**src/rtl/adc_line_in_sequencer.sv**
```systemverilog
// adc_line_in_sequencer: paced ADC command source and response-to-audio sample converter.
// Optional response timeout in WAIT_RSP is built when ADC_SEQ_TIMEOUT_EN is defined.
module adc_line_in_sequencer #(
   parameter int SAMPLE_DIV = 208,
   parameter int CHANNEL    = 1,
   parameter int TIMEOUT    = 64
) (
   input  logic        clk_clk,
   input  logic        reset_reset_n,
   input  logic        enable,
   input  logic        clear,
   output logic        cmd_valid,
   output logic [4:0]  cmd_channel,
   output logic        cmd_sop,
   output logic        cmd_eop,
   input  logic        cmd_ready,
   input  logic        rsp_valid,
   input  logic [4:0]  rsp_channel,
   input  logic [11:0] rsp_data,
   input  logic        rsp_sop,
   input  logic        rsp_eop,
   output logic        sample_valid,
   output logic [15:0] sample_data,
   output logic        overrun,
   output logic        error
);
   localparam int CW = $clog2(SAMPLE_DIV);
   typedef enum logic [1:0] {IDLE, CMD, WAIT_RSP} state_t;
   state_t state, state_n;
   logic [CW-1:0] count;
   logic tick, rsp_match, timed_out, unused;
   logic cmd_valid_n, sample_valid_n, overrun_n, error_n;
   logic [15:0] sample_data_n;
   assign cmd_channel = 5'(CHANNEL);
   assign cmd_sop = cmd_valid;
   assign cmd_eop = cmd_valid;
   assign tick = enable && count == CW'(SAMPLE_DIV - 1);
   assign rsp_match = rsp_channel == 5'(CHANNEL);
   always_ff @(posedge clk_clk or negedge reset_reset_n)
      if (!reset_reset_n) count <= '0;
      else count <= (!enable || tick) ? '0 : count + 1'b1;
`ifdef ADC_SEQ_TIMEOUT_EN
   localparam int TW = $clog2(TIMEOUT + 1);
   logic [TW-1:0] tcnt;
   assign unused = rsp_sop ^ rsp_eop;
   assign timed_out = state == WAIT_RSP && !rsp_valid && tcnt == TW'(TIMEOUT - 1);
   always_ff @(posedge clk_clk or negedge reset_reset_n)
      if (!reset_reset_n) tcnt <= '0;
      else tcnt <= (state == WAIT_RSP && !rsp_valid) ? tcnt + 1'b1 : '0;
`else
   assign unused = rsp_sop ^ rsp_eop ^ (TIMEOUT == 0);
   assign timed_out = 1'b0;
`endif
   // Ticks are dropped (not queued) while busy; responses outside WAIT_RSP are stray.
   always_comb begin
      state_n = state;
      sample_valid_n = 1'b0;
      sample_data_n = sample_data;
      overrun_n = (overrun && !clear) || (tick && state != IDLE);
      error_n = (error && !clear) || timed_out || (rsp_valid && state != WAIT_RSP);
      unique case (state)
         IDLE: state_n = tick ? CMD : IDLE;
         CMD: state_n = cmd_ready ? WAIT_RSP : CMD;
         WAIT_RSP: begin
            if (rsp_valid) begin
               state_n = IDLE;
               sample_valid_n = rsp_match;
               sample_data_n = rsp_match ? {~rsp_data[11], rsp_data[10:0], 4'b0000} : sample_data;
               error_n = error_n || !rsp_match;
            end else if (timed_out) state_n = IDLE;
         end
         default: state_n = IDLE;
      endcase
      cmd_valid_n = state_n == CMD;
   end
   always_ff @(posedge clk_clk or negedge reset_reset_n)
      if (!reset_reset_n) begin
         state <= IDLE;
         cmd_valid <= 1'b0;
         sample_valid <= 1'b0;
         sample_data <= '0;
         overrun <= 1'b0;
         error <= 1'b0;
      end else begin
         state <= state_n;
         cmd_valid <= cmd_valid_n;
         sample_valid <= sample_valid_n;
         sample_data <= sample_data_n;
         overrun <= overrun_n;
         error <= error_n;
      end
endmodule

```
**config.mk**
```make
export PLATFORM = sky130hd
export DESIGN_NAME = adc_line_in_sequencer
export DESIGN_NICKNAME = d
export VERILOG_FILES = /design/src/rtl/adc_line_in_sequencer.sv
export SDC_FILE = /design/constraint.sdc
export NUM_CORES = 1
export LEC_CHECK = 0
export ABC_AREA = 1
export ABC_CLOCK_PERIOD_IN_PS = 1300
export CAP_MARGIN = 20
export CORE_UTILIZATION = 35
export CTS_BUF_LIST = sky130_fd_sc_hd__clkbuf_4 sky130_fd_sc_hd__clkbuf_8
export CTS_CLUSTER_SIZE = 10
export DETAILED_ROUTE_END_ITERATION = 7
export PLACE_DENSITY = 0.65
export SLEW_MARGIN = 20
export SYNTH_ARGS = -nofsm -noshare
export SYNTH_HDL_FRONTEND = slang
export SYNTH_SLANG_ARGS = --single-unit
```
**constraint.sdc**
```tcl
create_clock -name clk_clk -period 1.3 [get_ports clk_clk]
set_input_delay 0.13 -clock clk_clk [delete_from_list [all_inputs] [get_ports clk_clk]]
set_output_delay 0.13 -clock clk_clk [all_outputs]
set_load 0.03 [all_outputs]
```
==> results.txt, run 1 <==
outcome - finished, final reports clean
Crit Path Category - flop to flop
Worst Setup Start Kind - flop
GPL Wtd Cong - 0.7340
Final Max Slew Viols - 0
via density per instance - 4.426
drt wl/cell - 10.47 um
Filler Cell Count - 339
worst-skew pair later-pin latency - 0.27 ns
pwr dens - 885.7 nW/um^2
final instance area - 1755 um^2
vias in the first global route - 1068
Post-DP HPWL - 1966 um
# port buffers - 40
fmax - 823.0 MHz
grt met1 use - 0.1638
drt first pass iters - 4
Global Route met3 Usage - 0.03261
pin count of the biggest net entering global routing - 27
die width - 63.09 um
Die Height - 63.09 um
HP Class - input port to asynchronous set/reset pin
Worst IR Drop VDD - 0.4470 mV
Slowest Stage Delay on Critical Path - 0.39 ns
post-route minimum period - 1.215 ns
Final Hold Viols - 0
depth of the worst register-to-register path - 6
# setup viols final - 0
synth top area cells - dfrtp_1 50%, nand2_1 14%, nand4_1 6.7%, buf_4 6.3%, nor2_1 4.3%
largest area contributor in the netlist - dfrtp_1
clk buf depth - 2
FF-to-FF Start - count[1]
GRT overflow - 0
CP max stage cell - dfrtp_1
ys flop type - dfrtp_1
Placed Area - 1700 um^2
DR iter-0 viols - 22
CTS H-tree depth - 1
Core ar. - 3442 um^2
WP data arrival - 1.38 ns
synth warn - 0
number of core rows - 21
final cell count without fillers - 242
number of enable flip-flop cells after synthesis - 0
Worst-path clk slew - 0.09 ns
layout cells sized above 1 - 0.1071
Syn Area/Cell - 8.482 um^2
synth cell count leaders - 49 x nand2_1, 26 x dfrtp_1, 15 x nor2_1
Netlist cell types - 18
DIE AREA - 3980 um^2
register area share after synthesis - 0.4981
most common cell in the netlist - nand2_1
Final Cycle Share - 0.9346
R2R Setup Slk - 0.08 ns
clock skew - 0.002410 ns
Num CTS Buffers - 3
GRT Overall Usage - 0.1380
first-pass GRT wire length - 4402 um
Crit path buffers/inverters - 0
top cell type's share of synthesized area - 0.4981
most used routing layer - met2
Worst path depth - 6
worst-path fanout max - 7
Final nets - 223
n_diodes - 0
Setup TNS - 0 ns
Crit path required time - 1.46 ns
Reg-to-Reg End - count[7]
Layout Area Growth over Synthesis - 34.39%
CTS tree - built
synthesized instance count - 154
Core Util, Final - 0.5100
max-cap violation count - 0
I/O pin total - 52
initial antenna violation count - 0
Antenna Violating Nets Remaining - 0
kind of cell adding the most delay to the critical path - simple AND/OR/NAND/NOR gates
leakage - 0.0009463 uW
DRC Markers - 0
asr flop ratio synth - 1.000
Root Buffer Master - clkbuf_8
Seq cells post-synth - 26
post-placement cell count - 237
endpoint class of the critical path - flop
hold slack - 0.2260 ns
final wirelength - 2533 um
Hold Buf Count CTS - 0
clock sinks - 26
critical path, cell by cell - ha_2 > nand2_2 > nor2_4 > nand2_1 > nand2_4 > nor2_1
met2 Use GR - 0.2433
Starting Density - 0.3795
via count - 1071
area of the mapped netlist - 1306 um^2
Worst Setup SP - count[1]
## where the power goes
group          total, uW  internal (uW)  switching, uW
combinational        203           89.6            113
clock                521            271            250
sequential           832            822           9.68
total               1550           1180            373
## metal layers
layer / up-vias / wire length [um]
met3: 4 / 163
met5: - / 0
met4: 0 / 24
li1: 543 / -
met2: 36 / 1247
met1: 488 / 1098
## through the flow
stage | setup WS, ns | total power, uW
2_1_floorplan | 0.1873 | 956.8
3_3_place_gp | 0.06039 | 1047
3_5_place_dp | 0.03539 | 1051
4_1_cts | 0.02085 | 1568
5_1_grt | -0.01254 | 1621
6_report | 0.08498 | 1555
## cell families after synthesis
| family | after synthesis | synth area share |
|---|---|---|
| adder cells (fa/ha/maj) | 1 | 0.009577 |
| other | 2 | 0.005749 |
| XOR/XNOR | 2 | 0.01341 |
| flip-flops | 26 | 0.4981 |
| AO/OA/AOI/OAI | 2 | 0.007663 |
| AND/OR/NAND/NOR | 90 | 0.3218 |
| buffers and inverters | 31 | 0.1437 |
## placed cells by master, fill, tap and decap left out
cell type / instances
nand2_4: 1
nand3_4: 1
clkdlybuf4s50_1: 22
nand4_1: 14
conb_1: 9
nand3b_1: 1
inv_1: 14
o21ai_0: 2
clkbuf_8: 4
nand2_2: 3
ha_2: 1
dfrtp_1: 26
inv_2: 2
nand3_1: 4
buf_4: 6
nand2_1: 48
nor2_4: 3
xor2_1: 2
dlygate4sd2_1: 18
nor2_1: 15
## flip-flops by register name (all words and copies together), names as in the netlist
register / cells
state: 2
error: 1
cmd_eop: 1
overrun: 1
count: 8
sample_data: 12
sample_valid: 1
## final cells by class
| class | count | area (um^2) | area share |
|---|---|---|---|
| Sequential cell | 26 | 650.6 | 0.3706 |
| Multi-Input combinational cell | 104 | 509.2 | 0.2901 |
| Timing Repair Buffer | 46 | 422.9 | 0.2409 |
| Inverter | 16 | 60.06 | 0.03421 |
| Tap cell | 46 | 57.56 | 0.03279 |
| Clock buffer | 4 | 55.05 | 0.03136 |
## repair_timing
item                                    in CTS  in global routing
pin swaps                                    0                  2
gates resized for setup                     18                  4
hold endpoints to repair                     0                  0
buffers inserted                             0                  1
endpoints found under the setup margin      18                  7
## how the worst max path moves through the flow
stage / slack (ns) / end
global route: -0.01 / count[4]
global placement: 0.06 / sample_data[10]
floorplan: 0.19 / count[4]
finish: 0.08 / count[7]
CTS: 0.02 / count[7]
detailed placement: 0.04 / count[7]
(Power assumes the default switching activity.)
==> run 2: changes to the inputs <==
--- a/config.mk
+++ b/config.mk
@@ -9,7 +9,6 @@
 export ABC_CLOCK_PERIOD_IN_PS = 1300
 export CAP_MARGIN = 20
 export CORE_UTILIZATION = 35
-export CTS_BUF_LIST = sky130_fd_sc_hd__clkbuf_4 sky130_fd_sc_hd__clkbuf_8
 export CTS_CLUSTER_SIZE = 10
 export DETAILED_ROUTE_END_ITERATION = 7
 export PLACE_DENSITY = 0.65
==> results of run 2 <==
Same layout as run 1: the final DEF is identical, and so are final timing and power.
